$ cat src/rtl/keypad_pkg.sv
// Shared types and constants for the Pmod KYPD column scanner.
package keypad_pkg;

  // Column FSM: DRIVE holds a column low, SAMPLE captures its rows.
  typedef enum logic {
    DRIVE  = 1'b0,
    SAMPLE = 1'b1
  } scan_state_e;

  // Classification of a complete 16-key frame.
  typedef enum logic [1:0] {
    EMPTY  = 2'd0,
    SINGLE = 2'd1,
    MULTI  = 2'd2
  } frame_class_e;

  // Hex code of each key, indexed by {col[1:0], row[1:0]}.
  localparam logic [3:0] KEY_MAP [16] = '{
    4'h1, 4'h4, 4'h7, 4'h0,
    4'h2, 4'h5, 4'h8, 4'hF,
    4'h3, 4'h6, 4'h9, 4'hE,
    4'hA, 4'hB, 4'hC, 4'hD
  };

endpackage

$ cat src/rtl/keypad_scanner_if.sv
// Keypad pins plus the key-event output bundle.
//
// Event semantics: key_valid is a one-cycle strobe with no ready/back-pressure;
// key_code is valid in the strobe cycle and stays stable until the next strobe.
// key_held is a level that is high while the accepted key remains pressed.
interface keypad_scanner_if;
  import keypad_pkg::*;

  logic [3:0]  col_n;      // column drive, active low, one-hot-low
  logic [3:0]  row_n;      // raw row sense, active low, asynchronous
  logic [3:0]  key_code;
  logic        key_valid;
  logic        key_held;
  scan_state_e scan_state; // debug view of the column FSM

  modport master (
    output col_n, key_code, key_valid, key_held, scan_state,
    input  row_n
  );

  modport slave (
    input  col_n, key_code, key_valid, key_held, scan_state,
    output row_n
  );

endinterface

$ cat src/rtl/keypad_scanner_frame_debounce.sv
// Frame-level debouncer: turns a stream of classified frames into key events.
module frame_debounce
  import keypad_pkg::*;
#(
  parameter int DEBOUNCE_SCANS = 4
) (
  input  logic         clk,
  input  logic         rst,
  input  logic         frame_end_i,
  input  frame_class_e class_i,
  input  logic [3:0]   cand_i,
  output logic [3:0]   key_code_o,
  output logic         key_valid_o,
  output logic         key_held_o
);

  localparam logic [3:0] STABLE_MAX = 4'(DEBOUNCE_SCANS);

  frame_class_e prev_class_q, prev_class_d;
  logic [3:0]   prev_cand_q,  prev_cand_d;
  logic [3:0]   stable_q,     stable_d;
  logic [3:0]   key_code_q,   key_code_d;
  logic         key_held_q,   key_held_d;
  logic         key_valid_q,  key_valid_d;
  logic         same_frame;

  // Register all debounce state; reset looks like a history of EMPTY frames.
  always_ff @(posedge clk) begin
    if (rst) begin
      prev_class_q <= EMPTY;
      prev_cand_q  <= 4'h0;
      stable_q     <= 4'd0;
      key_code_q   <= 4'h0;
      key_held_q   <= 1'b0;
      key_valid_q  <= 1'b0;
    end else begin
      prev_class_q <= prev_class_d;
      prev_cand_q  <= prev_cand_d;
      stable_q     <= stable_d;
      key_code_q   <= key_code_d;
      key_held_q   <= key_held_d;
      key_valid_q  <= key_valid_d;
    end
  end

  // Stability counting and accept/release decision at each frame end.
  always_comb begin
    prev_class_d = prev_class_q;
    prev_cand_d  = prev_cand_q;
    stable_d     = stable_q;
    key_code_d   = key_code_q;
    key_held_d   = key_held_q;
    key_valid_d  = 1'b0;
    same_frame   = (class_i == prev_class_q) && (cand_i == prev_cand_q);

    if (frame_end_i) begin
      prev_class_d = class_i;
      prev_cand_d  = cand_i;
      if (!same_frame) begin
        stable_d = 4'd1;
      end else if (stable_q < STABLE_MAX) begin
        stable_d = stable_q + 4'd1;
      end

      if (stable_d == STABLE_MAX) begin
        if (class_i == SINGLE) begin
          // A held key never re-fires; a different key fires even without release.
          if (!key_held_q || (cand_i != key_code_q)) begin
            key_code_d  = cand_i;
            key_held_d  = 1'b1;
            key_valid_d = 1'b1;
          end
        end else begin
          // Ghosted frames count as released; last code is kept for display.
          key_held_d = 1'b0;
        end
      end
    end
  end

  assign key_code_o  = key_code_q;
  assign key_valid_o = key_valid_q;
  assign key_held_o  = key_held_q;

endmodule

$ cat src/rtl/keypad_scanner.sv
// Column-scan driver for the 4x4 keypad: synchronizer, column FSM, frame
// capture and classification, feeding the frame debouncer.
module keypad_scanner
  import keypad_pkg::*;
#(
  parameter int SCAN_DIV       = 100000,
  parameter int DEBOUNCE_SCANS = 4
) (
  input  logic             clk,
  input  logic             rst,
  keypad_scanner_if.master bus
);

  localparam int CNT_W = (SCAN_DIV > 1) ? $clog2(SCAN_DIV) : 1;
  localparam logic [CNT_W-1:0] CNT_PRE = CNT_W'(SCAN_DIV - 2);

  logic [3:0]       row_meta_q, row_sync_q;
  scan_state_e      state_q, state_d;
  logic [CNT_W-1:0] cnt_q, cnt_d;
  logic [1:0]       col_idx_q, col_idx_d;
  logic [15:0]      frame_q, frame_d;

  logic [15:0]      frame_full;
  logic [4:0]       low_cnt;
  logic [3:0]       low_idx;
  frame_class_e     frame_class;
  logic [3:0]       cand;
  logic             frame_end;

  // Two-flop synchronizer on the asynchronous row inputs.
  always_ff @(posedge clk) begin
    if (rst) begin
      row_meta_q <= 4'hF;
      row_sync_q <= 4'hF;
    end else begin
      row_meta_q <= bus.row_n;
      row_sync_q <= row_meta_q;
    end
  end

  // Column FSM state and scan datapath registers.
  always_ff @(posedge clk) begin
    if (rst) begin
      state_q   <= DRIVE;
      cnt_q     <= '0;
      col_idx_q <= 2'd0;
      frame_q   <= 16'hFFFF;
    end else begin
      state_q   <= state_d;
      cnt_q     <= cnt_d;
      col_idx_q <= col_idx_d;
      frame_q   <= frame_d;
    end
  end

  // Next state: count through the column period, sample on its last cycle.
  always_comb begin
    state_d   = state_q;
    cnt_d     = cnt_q;
    col_idx_d = col_idx_q;
    frame_d   = frame_q;
    case (state_q)
      DRIVE: begin
        cnt_d = cnt_q + CNT_W'(1);
        if (cnt_q == CNT_PRE) begin
          state_d = SAMPLE;
        end
      end
      SAMPLE: begin
        frame_d[{col_idx_q, 2'b00} +: 4] = row_sync_q;
        col_idx_d = col_idx_q + 2'd1;
        cnt_d     = '0;
        state_d   = DRIVE;
      end
      default: state_d = DRIVE;
    endcase
  end

  // Column drive is decoded straight from the column index register.
  always_comb begin
    bus.col_n      = ~(4'b0001 << col_idx_q);
    bus.scan_state = state_q;
  end

  // Classify the frame including the column being sampled this cycle.
  always_comb begin
    frame_full        = frame_q;
    frame_full[15:12] = row_sync_q;
    low_cnt           = 5'd0;
    low_idx           = 4'd0;
    for (int i = 0; i < 16; i++) begin
      if (!frame_full[i]) begin
        low_cnt = low_cnt + 5'd1;
        low_idx = 4'(i);
      end
    end
    frame_class = EMPTY;
    cand        = 4'h0;
    if (low_cnt == 5'd1) begin
      frame_class = SINGLE;
      cand        = KEY_MAP[low_idx];
    end else if (low_cnt > 5'd1) begin
      frame_class = MULTI;
    end
  end

  assign frame_end = (state_q == SAMPLE) && (col_idx_q == 2'd3);

  frame_debounce #(
    .DEBOUNCE_SCANS (DEBOUNCE_SCANS)
  ) u_frame_debounce (
    .clk         (clk),
    .rst         (rst),
    .frame_end_i (frame_end),
    .class_i     (frame_class),
    .cand_i      (cand),
    .key_code_o  (bus.key_code),
    .key_valid_o (bus.key_valid),
    .key_held_o  (bus.key_held)
  );

endmodule

$ cat src/flat_wrapper.sv
// flat-port wrapper written by rule: the top's interface ports become plain ports
module keypad_scanner_flat import keypad_pkg::*;
#(
  parameter int SCAN_DIV       = 100000,
  parameter int DEBOUNCE_SCANS = 4
)
  (clk, rst, bus_col_n, bus_key_code, bus_key_valid, bus_key_held, bus_scan_state, bus_row_n);
  keypad_scanner_if bus_i ();
  input  logic clk;
  input  logic rst;
  output wire logic [$bits(bus_i.col_n)-1:0] bus_col_n;
  output wire logic [$bits(bus_i.key_code)-1:0] bus_key_code;
  output wire logic [$bits(bus_i.key_valid)-1:0] bus_key_valid;
  output wire logic [$bits(bus_i.key_held)-1:0] bus_key_held;
  output wire logic [$bits(bus_i.scan_state)-1:0] bus_scan_state;
  input wire logic [$bits(bus_i.row_n)-1:0] bus_row_n;
  assign bus_col_n = bus_i.col_n;
  assign bus_key_code = bus_i.key_code;
  assign bus_key_valid = bus_i.key_valid;
  assign bus_key_held = bus_i.key_held;
  assign bus_scan_state = bus_i.scan_state;
  assign bus_i.row_n = bus_row_n;
  keypad_scanner #(.SCAN_DIV(SCAN_DIV), .DEBOUNCE_SCANS(DEBOUNCE_SCANS)) u_core (.clk(clk), .rst(rst), .bus(bus_i));
endmodule
$ cat config.mk
export PLATFORM = sky130hd
export DESIGN_NAME = keypad_scanner_flat
export DESIGN_NICKNAME = d
export VERILOG_FILES = /design/src/rtl/keypad_pkg.sv /design/src/rtl/keypad_scanner_if.sv /design/src/rtl/keypad_scanner_frame_debounce.sv /design/src/rtl/keypad_scanner.sv /design/src/flat_wrapper.sv
export SDC_FILE = /design/constraint.sdc
export NUM_CORES = 1
export LEC_CHECK = 0
export CORE_AREA = 2 2 145 111
export CTS_CLUSTER_SIZE = 10
export DETAILED_ROUTE_END_ITERATION = 10
export DIE_AREA = 0 0 147 113
export GPL_TIMING_DRIVEN = 0
export PLACE_DENSITY = 0.59
export SYNTH_ARGS = -nofsm -noshare
export SYNTH_HDL_FRONTEND = slang
export SYNTH_HIERARCHICAL = 1
export SYNTH_SLANG_ARGS = --single-unit
$ cat constraint.sdc
create_clock -name clk -period 9.9 [get_ports clk]
set_input_delay 1.98 -clock clk [delete_from_list [all_inputs] [get_ports clk]]
set_output_delay 1.98 -clock clk [all_outputs]
set_load 0.05 [all_outputs]
# Word level (Yosys, flattened, before mapping)

Memories as Yosys holds them, arrays and structs flattened.
Cells that the tools add are included.

Bits of input ports: 6
Register bits after elaboration: 60
Output and inout bits: 11
Logic and storage cells: 106
Bits in read-only memories: 64
Memories: 1

Equality and inequality tests: 9
Shift operators: 3
Bitwise logic cells: 6
Muxes and demuxes: 46
Reductions and logical operators: 7
Magnitude comparators: 3
$add $sub $neg: 19

Memories:

| memory           | depth | bits a word | read ports | clocked after memory_dff | write ports | RTL line              | text |
|---|---|---|---|---|---|---|---|
| (name not given) | 16    | 4           | 1          | 0                        | 0           | keypad_scanner.sv:101 | `cand = KEY_MAP[low_idx];` |

Operators by type and width:

| kind                                                                          | count |
|---|---|
| 5-bit 2-to-1 mux                                                              | 15 |
| 5-bit by 1-bit adder with 5-bit output (second input constant)                | 14 |
| 4-bit 2-to-1 mux                                                              | 14 |
| 17-bit one-hot mux with 2 select lines                                        | 1 |
| 17-bit by 1-bit adder with 17-bit output (second input constant)              | 1 |
| 17-bit equality test (second input constant)                                  | 1 |
| 16-bit bitwise mux                                                            | 1 |
| 4-bit by 6-bit variable shift with 16-bit output (first input constant)       | 1 |
| 4-bit by 6-bit variable part select with 16-bit output                        | 1 |
| 3-bit 2-to-1 mux                                                              | 4 |
| 2-bit 2-to-1 mux                                                              | 4 |
| 1-bit 2-to-1 mux                                                              | 6 |
| 4-bit negation with 6-bit output                                              | 1 |
| 5-bit by 1-bit equality test with 1-bit output (second input constant)        | 1 |
| 5-bit >= comparator (second input constant)                                   | 1 |
| 5-bit by 1-bit > comparator with 1-bit output (second input constant)         | 1 |
| 4-bit NOT with 5-bit output                                                   | 1 |
| 4-bit by 1-bit adder with 4-bit output (second input constant)                | 1 |
| 4-bit by 3-bit equality test with 1-bit output (second input constant)        | 1 |
| 4-bit equality test                                                           | 1 |
| 4-bit by 3-bit less-than comparator with 1-bit output (second input constant) | 1 |
| 4-bit != test                                                                 | 1 |
| 1-bit NOT                                                                     | 4 |
| 4-bit NOT                                                                     | 1 |
| other kinds (14)                                                              | 15 |

# Depth between registers and ports, before layout

Gate-level depths: netlist (run 1).

Word-level depth: 41
Gate-level depth with buffers: 51
Depth with buffers taken out: 50

# Modules after synthesis

Netlist (run 1), hierarchy kept.

By module, submodules not included:

| module         | cells each | area an instance (µm²) | sequential area each (µm²) | times used |
|---|---|---|---|---|
| keypad_scanner | 505        | 3995.1                 | 800.8                      | 1 |
| frame_debounce | 85         | 789.5                  | 320.3                      | 1 |

# Worst setup path before layout (run 1)

No wires, ideal clock.

Kind: reg2reg
Start point: register u_core.frame_q[0]
End point: register u_core.u_frame_debounce.key_code_q[1], in the netlist u_core/u_frame_debounce/key_code_o[1]
Setup time: 132 ps
Required time: 9768 ps
Clock period less this slack: 9727 ps
Arrival time: 9595 ps
Path buffers: 1
Setup slack: 173 ps
Stages on the path, launching flop included: 49
Path through: dfxtp_1 > inv_1 > ha_1 > buf_2 > xnor2_1 > ha_1 > nor2_1 > o2111a_1 > a211oi_1 > and2_1 > ha_1 > nor2b_1 > o31ai_1 > a211o_1 > nand2_1 > or2_2 > ha_1 > nor2b_1 > [... 13 more ...] > nor2_1 > a21oi_1 > o311ai_0 > xor2_1 > nor2_1 > a311o_1 > ha_1 > mux2_2 > ha_1 > or3_1 > mux2i_1 > nand2_1 > a21oi_1 > xnor2_1 > nand4_2 > or4_4 > o21ai_1 > a21oi_1

Elaborated cells between the ends (all ways): 46
Those cells by class: add/sub: 15; order compare: 1; eq/ne: 6; mux: 21; reduce/logical: 3

RTL lines:

| what                                           | RTL line                            | text |
|---|---|---|
| start: declaration                             | keypad_scanner.sv:21                | `logic [15:0] frame_q, frame_d;` |
| start signal: assignment                       | keypad_scanner.sv:52                | `frame_q <= frame_d;` |
| 1-bit 2-to-1 mux *                             | keypad_scanner.sv:92                | `if (!frame_full[i]) begin` |
| 1-bit by 1-bit adder with 2-bit output         | keypad_scanner.sv:93                | `low_cnt = low_cnt + 5'd1;` |
| 5-bit 2-to-1 mux *                             | keypad_scanner.sv:92                |  |
| 5-bit by 1-bit adder with 5-bit output         | keypad_scanner.sv:93                |  |
| 5-bit 2-to-1 mux *                             | keypad_scanner.sv:92                |  |
| 5-bit by 1-bit adder with 5-bit output         | keypad_scanner.sv:93                |  |
| 5-bit 2-to-1 mux *                             | keypad_scanner.sv:92                |  |
| 5-bit by 1-bit adder with 5-bit output         | keypad_scanner.sv:93                |  |
| [... 24 more ...]                              | n/a                                 |  |
| 4-bit 2-to-1 mux *                             | keypad_scanner.sv:99                | `if (low_cnt == 5'd1) begin` |
| via u_core.cand[3]                             | keypad_scanner.sv:27                | `logic [3:0] cand;` |
| 4-bit equality test                            | keypad_scanner_frame_debounce.sv:54 | `same_frame = (class_i == prev_class_q) && (cand_i == prev_cand_q);` |
| 1-bit logical AND                              | keypad_scanner_frame_debounce.sv:54 |  |
| 4-bit 2-to-1 mux                               | keypad_scanner_frame_debounce.sv:59 | `if (!same_frame) begin` |
| 4-bit 2-to-1 mux                               | keypad_scanner_frame_debounce.sv:56 | `if (frame_end_i) begin` |
| 4-bit by 3-bit equality test with 1-bit output | keypad_scanner_frame_debounce.sv:65 | `if (stable_d == STABLE_MAX) begin` |
| 4-bit AND reduction (no source line) *         | n/a                                 |  |
| end signal: assignment                         | keypad_scanner_frame_debounce.sv:40 | `key_code_q <= key_code_d;` |
| end: declaration                               | keypad_scanner_frame_debounce.sv:22 | `logic [3:0] key_code_q, key_code_d;` |

The timed path passes the listed nets; every way through them passes the cells marked *. The select of a mux whose other input is x is not followed.
A chain may end at the register's enable or synchronous reset.

# Final worst setup path (run 1)

Start point: register u_core.frame_q[1]
End point: register u_core.u_frame_debounce.key_code_q[1], in the netlist u_core/u_frame_debounce/key_code_o[1]

Elaborated cells between the ends (all ways): 63
Those cells by class: add/sub: 14; order compare: 1; eq/ne: 6; mux: 37; bitwise: 1; reduce/logical: 3; memory: 1

RTL lines:

| what                                           | RTL line |
|---|---|
| 5-bit 2-to-1 mux                               | keypad_scanner.sv:92 |
| 5-bit by 1-bit adder with 5-bit output         | keypad_scanner.sv:93 |
| 5-bit 2-to-1 mux                               | keypad_scanner.sv:92 |
| 5-bit by 1-bit adder with 5-bit output         | keypad_scanner.sv:93 |
| 5-bit 2-to-1 mux                               | keypad_scanner.sv:92 |
| 5-bit by 1-bit adder with 5-bit output         | keypad_scanner.sv:93 |
| 5-bit 2-to-1 mux                               | keypad_scanner.sv:92 |
| 5-bit by 1-bit adder with 5-bit output         | keypad_scanner.sv:93 |
| [... 22 more ...]                              | n/a |
| 4-bit 2-to-1 mux *                             | keypad_scanner.sv:99 |
| via u_core.cand[1]                             | keypad_scanner.sv:27 |
| 4-bit equality test                            | keypad_scanner_frame_debounce.sv:54 |
| 1-bit logical AND                              | keypad_scanner_frame_debounce.sv:54 |
| 4-bit 2-to-1 mux                               | keypad_scanner_frame_debounce.sv:59 |
| 4-bit 2-to-1 mux                               | keypad_scanner_frame_debounce.sv:56 |
| 4-bit by 3-bit equality test with 1-bit output | keypad_scanner_frame_debounce.sv:65 |
| 4-bit AND reduction (no source line)           | n/a |

Marked as above.

==> impl_metrics.csv, run 1 <==
group,metric,value,unit
grt,grt_pass1_vias,4203,
cells_and_area,fin_nets,684,
die,rows,39,
critical_path,cp-start-kind,"flop",
place,portBuffers,16,
route,drcViolationCount,0,
critical_path,max_stage_delay,0.57,ns
place,dp_slack,-1.358,ns
die,num_io_pins,17,
grt,antenna_found_initial,0,
sta,fin_crit_sh,97.03,%
synth,synth_cell_type_count,80,
synth,synthArstFlopShare,0,%
sta,maxSlewViolCount,0,
cells_and_area,drive_above_1_share,24.20,%
clock_tree,htree_levels,2,
critical_path,path_class,"flop to flop",
critical_path,cpMaxStageDelayCell,"or4_4",
die,core_area,15130,um2
sta,period_minus_slack,9.606,ns
route,viasPerCell,5.157,
power_and_ir_drop,p_int,0.3511,mW
sta,slew_headroom,57.62,%
route,wl_per_cell,14.11,um
power_and_ir_drop,p_sw,0.1100,mW
sta,fmax,104.1,MHz
critical_path,crit_fanout,6,
die,die_area,16610,um2
synth,ys_warn_count,6,
power_and_ir_drop,ir_worst_vdd,0.00007326,V
critical_path,cp.arrival,9.77,ns
cells_and_area,multi_input_area,3887,um2
sta,report.final.setup_viol,0,
power_and_ir_drop,pwr-share-clk,38.9,%
sta,final-hold-violation-count,0,
cells_and_area,syn2layout_area_growth,28.45,%
sta,clock_skew,0.007017,ns
clock_tree,clock_latency,0.29,ns
power_and_ir_drop,powerDensity,75.02,nW/um2
clock_tree,cts_root_buffer,"clkbuf_16",
cells_and_area,finalInstanceArea,6146,um2
die,start_util,31.63,%
power_and_ir_drop,seq_power_share,49.6,%
critical_path,critPathCaptureType,"flop",
critical_path,required,10.06,ns
clock_tree,numClockSinks,56,
grt,grt_pass1_wl,19800,um
cells_and_area,seqCellArea,1132,um2
route,ant_nets,0,
place,gp_congestion,0.8345,
cells_and_area,fillers,1501,
synth,ys.flop_type,"dfxtp_1",
grt,grt_max_degree,18,
route,firstDrtPassIters,4,
sta,fin_ws,0.2938,ns
status,outcome,"finished clean",
power_and_ir_drop,sw_frac_of_total,23.85,%
die,die_h,113,um
place,place_area,5201,um2
synth,syn_area,4785,um2
clock_tree,postCtsHoldBufs,0,
run,maxCapViolCount,0,
grt,track_usage,13.92,%
route,num_vias,4425,
route,wirelength,12100,um
clock_tree,cts.reportedPaths.clkPinSlew,0.07,ns
die,die_w,147,um
synth,syn_nets,622,
cells_and_area,diodes,0,
clock_tree,cts_tree,"built",
synth,syn_area_per_cell,8.109,um2
synth,ys_seq_elements,56,
sta,worst_slew_pin_slew,0.6298,ns
worst_hold_path,hold_class,"flop to flop",
synth,synth_edf_count,0,
synth,ys_seq_area_share,23.43,%
power_and_ir_drop,p_leak,2.342,nW
grt,grt.overflow.total,0,
power_and_ir_drop,combPwrFrac,11.6,%
clock_tree,cts_max_path_buffers,2,
clock_tree,cts_buffers,5,
synth,synthCells,590,
sta,setup_tns,0,ns
place,dpl.hpwl,8693,um
route,first_iter_violations,328,
-- timing repair --
item,4_1_cts,5_1_grt
pin swaps,17,35
gates resized for setup,43,62
endpoints found under the setup margin,16,10
buffers inserted,16,24
-- critical path, delay by kind of cell (launching register included) --
family,cells,cell delay [ns]
flops,1,0.36
simple gates,11,2.12
buf+inv,4,0.33
fa+ha+maj,8,2.16
xor+xnor,6,0.94
mux,3,0.67
compound gates,17,2.92
-- worst paths after layout --
path	to	depth (start not counted)	slack (ns)	startpoint
worst min-delay path	u_core/row_sync_q[3]$_SDFF_PP1_	1	0.41	u_core/row_meta_q[3]$_SDFF_PP1_
worst min register to register	u_core/row_sync_q[3]$_SDFF_PP1_	1	0.41	u_core/row_meta_q[3]$_SDFF_PP1_
worst max-delay path	u_core/u_frame_debounce/key_code_o[1]$_SDFFE_PP0P_	49	0.29	u_core/frame_q[1]$_SDFFE_PP1P_
worst max register to register	u_core/u_frame_debounce/key_code_o[1]$_SDFFE_PP0P_	49	0.29	u_core/frame_q[1]$_SDFFE_PP1P_
-- state kept, by name (all words and copies together) (netlist names) --
name                                  cells
u_core/u_frame_debounce/prev_cand_q       4
u_core/row_meta_q                         4
u_core/frame_q                           12
u_core/cnt_q                             17
u_core/col_idx_q                          2
u_core/u_frame_debounce/prev_class_q      2
u_core/row_sync_q                         4
u_core/bus.scan_state                     1
u_core/u_frame_debounce/stable_q          4
u_core/u_frame_debounce/key_held_o        1
u_core/u_frame_debounce/key_code_o        4
u_core/u_frame_debounce/key_valid_o       1
-- power groups by stage --
stage,clock network [mW],logic [mW],registers [mW]
floorplan,0,0.0339,0.234
CTS,0.184,0.0507,0.229
global placement,0,0.0428,0.235
global route,0.193,0.0593,0.229
finish,0.179,0.0533,0.228
detailed placement,0,0.0442,0.235
-- cells in the final DEF, fill, tap and decap left out, types with 13 or more instances in the layout --
cell type        instances
nand2_1                 42
ha_1                    17
o21ai_0                 13
xnor2_1                 39
buf_4                   39
clkdlybuf4s50_1         16
clkbuf_1                23
nor2b_1                 13
dfxtp_1                 53
nor2_1                  45
a21oi_1                 19
mux2i_1                 15
nand3_1                 27
inv_1                   24
xor2_1                  22
-- cells in the mapped netlist (all sizes together) (8+ instances only) --
master	count	area share (%)
or2	15	2.0
nor3	10	1.0
a21oi	26	2.7
nor4	9	1.5
a221o	12	2.5
o21ai	27	2.9
a211oi	8	1.3
nor2b	17	2.2
nand3	29	3.0
nand2	45	3.5
nand2b	9	1.2
nor2	49	3.8
and2	9	1.2
ha	26	6.8
xor2	23	4.4
mux2i	19	4.0
inv	30	2.4
dfxtp	56	23
clkbuf	24	1.9
xnor2	46	9.8
-- stage by stage --
| stage | cells | power (mW) | hold slack [ns] | utilization, % |
|---|---|---|---|---|
| global route | 858 | 0.4805 | 0.4224 | 40.63 |
| finish | 858 | 0.4610 | 0.4082 | 40.63 |
| detailed placement | 811 | 0.2787 | 0.3923 | 34.38 |
| global placement | 811 | 0.2774 | 0.3969 | 34.38 |
| floorplan | 590 | 0.2680 | 0.3895 | - |
| CTS | 835 | 0.4637 | 0.4087 | 37.60 |
-- area by class of cell --
type | count | area share [%]
plain buffers | 30 | 2.260
clock buffers | 6 | 2.260
inverters | 30 | 1.832
well taps | 205 | 4.173
clock inverters | 2 | 0.2443
flip-flops and latches | 56 | 18.42
repair buffers | 56 | 7.553
multi-input cells | 473 | 63.25
-- layer usage --
metal	track usage (%)	vias to the layer above	share of wire, %
met3	1.815	14	3.1
met4	3.205	0	1.2
met5	0	-	0
met2	22.32	77	46
met1	20.00	2111	50
li1	-	2223	-
-- logic make-up after synthesis --
family	after synthesis	synth area share, %
multiplexers	21	4.446
AND/OR/NAND/NOR	227	25.10
XOR/XNOR	74	16.61
buffers and inverters	61	5.047
AO/OA/AOI/OAI	124	18.36
flip-flops	56	23.43
adder cells (fa/ha/maj)	27	7.008
(Power assumes the default switching activity.)
==> inputs of run 2 (changes only) <==
TNS_END_PERCENT = 50   (was unset)
==> results of run 2 <==
No change in the layout: final DEF, timing and power equal those of run 1.
==> inputs of run 3 (changes only) <==
CORE_AREA = 2 2 148 114   (was 2 2 145 111)
DIE_AREA = 0 0 150 116   (was 0 0 147 113)
SYNTH_HIERARCHICAL = unset   (was 1)
==> impl_metrics.csv, run 3 <==
group,metric,value,unit
clock_tree,postCtsHoldBufs,0,
clock_tree,cts_tree,"built",
synth,synth_top_area_share,22.45,%
cells_and_area,layout_commonest_cell,"buf_4",
place,gp_congestion,0.8680,
die,die_h,116,um
clock_tree,cts_max_path_buffers,2,
sta,fmax,91.11,MHz
power_and_ir_drop,p_leak,2.644,nW
route,wl_met3,597,um
sta,period_minus_slack,10.98,ns
worst_hold_path,hold_class,"flop to flop",
sta,report.final.setup_viol,15,
grt,track_usage,15.71,%
sta,setup_tns,-11.71,ns
sta,fin_crit_sh,110.9,%
critical_path,cp.arrival,11.20,ns
critical_path,max_stage_delay,0.55,ns
place,dpl.hpwl,9737,um
synth,synth_edf_count,0,
synth,ys_warn_count,0,
route,viasPerCell,5.296,
clock_tree,cts_buffers,5,
power_and_ir_drop,total_power,0.4950,mW
die,num_io_pins,17,
cells_and_area,most-common-layout-cells,"59 x buf_4, 57 x nor2_1, 53 x dfxtp_1",
status,failed_checks,"negative setup slack",
synth,syn_area_per_cell,7.839,um2
die,rows,40,
grt,grt_pass1_vias,4541,
synth,ys_seq_elements,56,
synth,syn_nets,669,
route,num_vias,4946,
synth,synth_common_cells,"63 x nor2_1, 56 x dfxtp_1, 51 x nand2_1",
route,drcViolationCount,0,
critical_path,critPathCaptureType,"flop",
cells_and_area,diodes,0,
route,ant_nets,0,
power_and_ir_drop,ir_worst_vdd,0.0001051,V
clock_tree,cts.reportedPaths.clkPinSlew,0.08,ns
cells_and_area,syn2layout_area_growth,33.38,%
clock_tree,numClockSinks,56,
die,core_area,15820,um2
run,maxCapViolCount,0,
route,wl_per_cell,15.13,um
clock_tree,htree_levels,2,
synth,netlist_top_cells_area,"dfxtp_1 22%, ha_1 6.5%, xnor2_1 5.6%",
sta,worst_slew_pin_slew,0.9682,ns
critical_path,cpMaxStageDelayCell,"or4b_4",
place,portBuffers,15,
sta,slew_headroom,34.99,%
sta,final-hold-violation-count,0,
route,firstDrtPassIters,5,
sta,maxSlewViolCount,0,
critical_path,crit_fanout,5,
die,start_util,31.57,%
route,top_layer_used,"met4",
sta,rsz0062_at_grt,"yes",
clock_tree,cts_root_buffer,"clkbuf_16",
synth,syn_area,4994,um2
synth,synthArstFlopShare,0,%
critical_path,path_class,"flop to flop",
grt,antenna_found_initial,0,
clock_tree,clock_latency,0.29,ns
critical_path,cpMostUsedCell,"ha_4",
route,first_iter_violations,368,
route,wl_met2,6139,um
synth,ys.flop_type,"dfxtp_1",
cells_and_area,fillers,1602,
cells_and_area,regMostFlops,"u_core.cnt_q",
grt,grt_max_degree,20,
grt,grt.overflow.total,0,
synth,ys_seq_area_share,22.45,%
critical_path,required,10.13,ns
sta,clock_skew,0.009141,ns
sta,fin_ws,-1.076,ns
die,die_w,150,um
synth,synth_cell_type_count,76,
cells_and_area,drive_above_1_share,23.76,%
synth,synthCells,637,
cells_and_area,reg_top3,"u_core.cnt_q x17, u_core.frame_q x12",
synth,yosysMostFrequentCell,"nor2_1",
synth,yosys.area.top_type,"dfxtp_1",
status,outcome,"finished, violations left",
grt,grt_pass1_wl,22690,um
route,wirelength,14130,um
power_and_ir_drop,powerDensity,74.32,nW/um2
cells_and_area,largest_reg_flops,17,
die,die_area,17400,um2
cells_and_area,fin_nets,755,
route,drt-met1-wl,7351,um
critical_path,cp-start-kind,"flop",
-- run 3: cell types whose count changed after synthesis, sizes merged, moves of 4 or more --
| cell | previous run | this run |
|---|---|---|
| xnor2 | 46 | 35 |
| mux2i | 19 | 10 |
| or3 | 5 | 9 |
| a211oi | 8 | 4 |
| nor2 | 49 | 63 |
| nor3b | 3 | 7 |
| nor3 | 10 | 15 |
| a21oi | 26 | 33 |
| nor2b | 17 | 12 |
| a311oi | 1 | 5 |
| a31oi | 3 | 9 |
| nand2 | 45 | 51 |
-- run 3: critical path, delay by kind of cell, from the launching register on --
family                   cells  cell delay (ns)
AND/OR/NAND/NOR             21             4.41
buffers and inverters        3             0.23
AO/OA/AOI/OAI               16             2.62
multiplexers                 2             0.33
XOR/XNOR                     6             1.19
flip-flops                   1             0.38
adder cells (fa/ha/maj)      7             1.70
-- run 3: repair_timing --
action / in CTS / in global routing
pin swaps: 36 / 24
gates resized for setup: 39 / 37
setup buffers: 46 / 22
endpoints found under the setup margin: 16 / 16
-- run 3: power by group --
group          internal [mW]  total [mW]  switching, mW  leakage, nW
registers              0.227       0.230        0.00224        0.453
clock network         0.0959       0.182         0.0866       0.0708
logic                 0.0369      0.0830         0.0461         2.12
-- run 3: area by class of cell --
class / count / area, um2 / area share, %
multi-input combinational: 516 / 4165 / 62.54
buffer: 30 / 136.4 / 2.048
clock buffer: 5 / 125.1 / 1.879
sequential: 56 / 1127 / 16.93
tap: 210 / 262.8 / 3.945
clock inverter: 3 / 25.02 / 0.3757
inverter: 32 / 122.6 / 1.841
timing repair buffer: 82 / 695.7 / 10.45
-- run 3: final timing paths --
kind | startpoint | cells past startpoint | slack (ns) | end
worst min register to register | u_core.row_meta_q[3]$_SDFF_PP1_ | 1 | 0.41 | u_core.row_sync_q[3]$_SDFF_PP1_
worst max register to register | u_core.frame_q[1]$_SDFFE_PP1P_ | 55 | -1.08 | u_core.u_frame_debounce.key_code_o[1]$_SDFFE_PP0P_
worst min-delay path | u_core.row_meta_q[3]$_SDFF_PP1_ | 1 | 0.41 | u_core.row_sync_q[3]$_SDFF_PP1_
worst max-delay path | u_core.frame_q[1]$_SDFFE_PP1P_ | 55 | -1.08 | u_core.u_frame_debounce.key_code_o[1]$_SDFFE_PP0P_
-- run 3: metrics by stage --
stage / worst slack [ns] / hold WS (ns) / cell area, um2 / utilization (%) / cells
after global placement: -2.187 / 0.3932 / 5618 / 35.52 / 862
after detailed placement: -2.224 / 0.3972 / 5618 / 35.52 / 862
after floorplan: -0.8815 / 0.3895 / 5205 / - / 637
after CTS: -0.8221 / 0.4158 / 6312 / 39.91 / 914
final: -1.076 / 0.4147 / 6660 / 42.11 / 934
after global routing: -1.652 / 0.4310 / 6660 / 42.11 / 934
-- run 3: logic make-up (layout without fill, tap and decap cells) --
logic type	count (synthesis)	after routing	share of synthesized area (%)
and+or+nand+nor	264	264	27.54
AOI/OAI and AO/OA	146	146	20.75
xor gates and xnor gates	68	68	15.11
buffers and inverters	65	152	5.112
DFF	56	56	22.45
adders and majority gates	26	26	6.515
muxes	12	12	2.531
-- run 3: routing by layer --
metal	track usage [%]	vias to the layer above
met5	0	-
met4	1.509	0
met3	2.520	4
met2	23.74	87
met1	24.15	2372
li1	-	2483
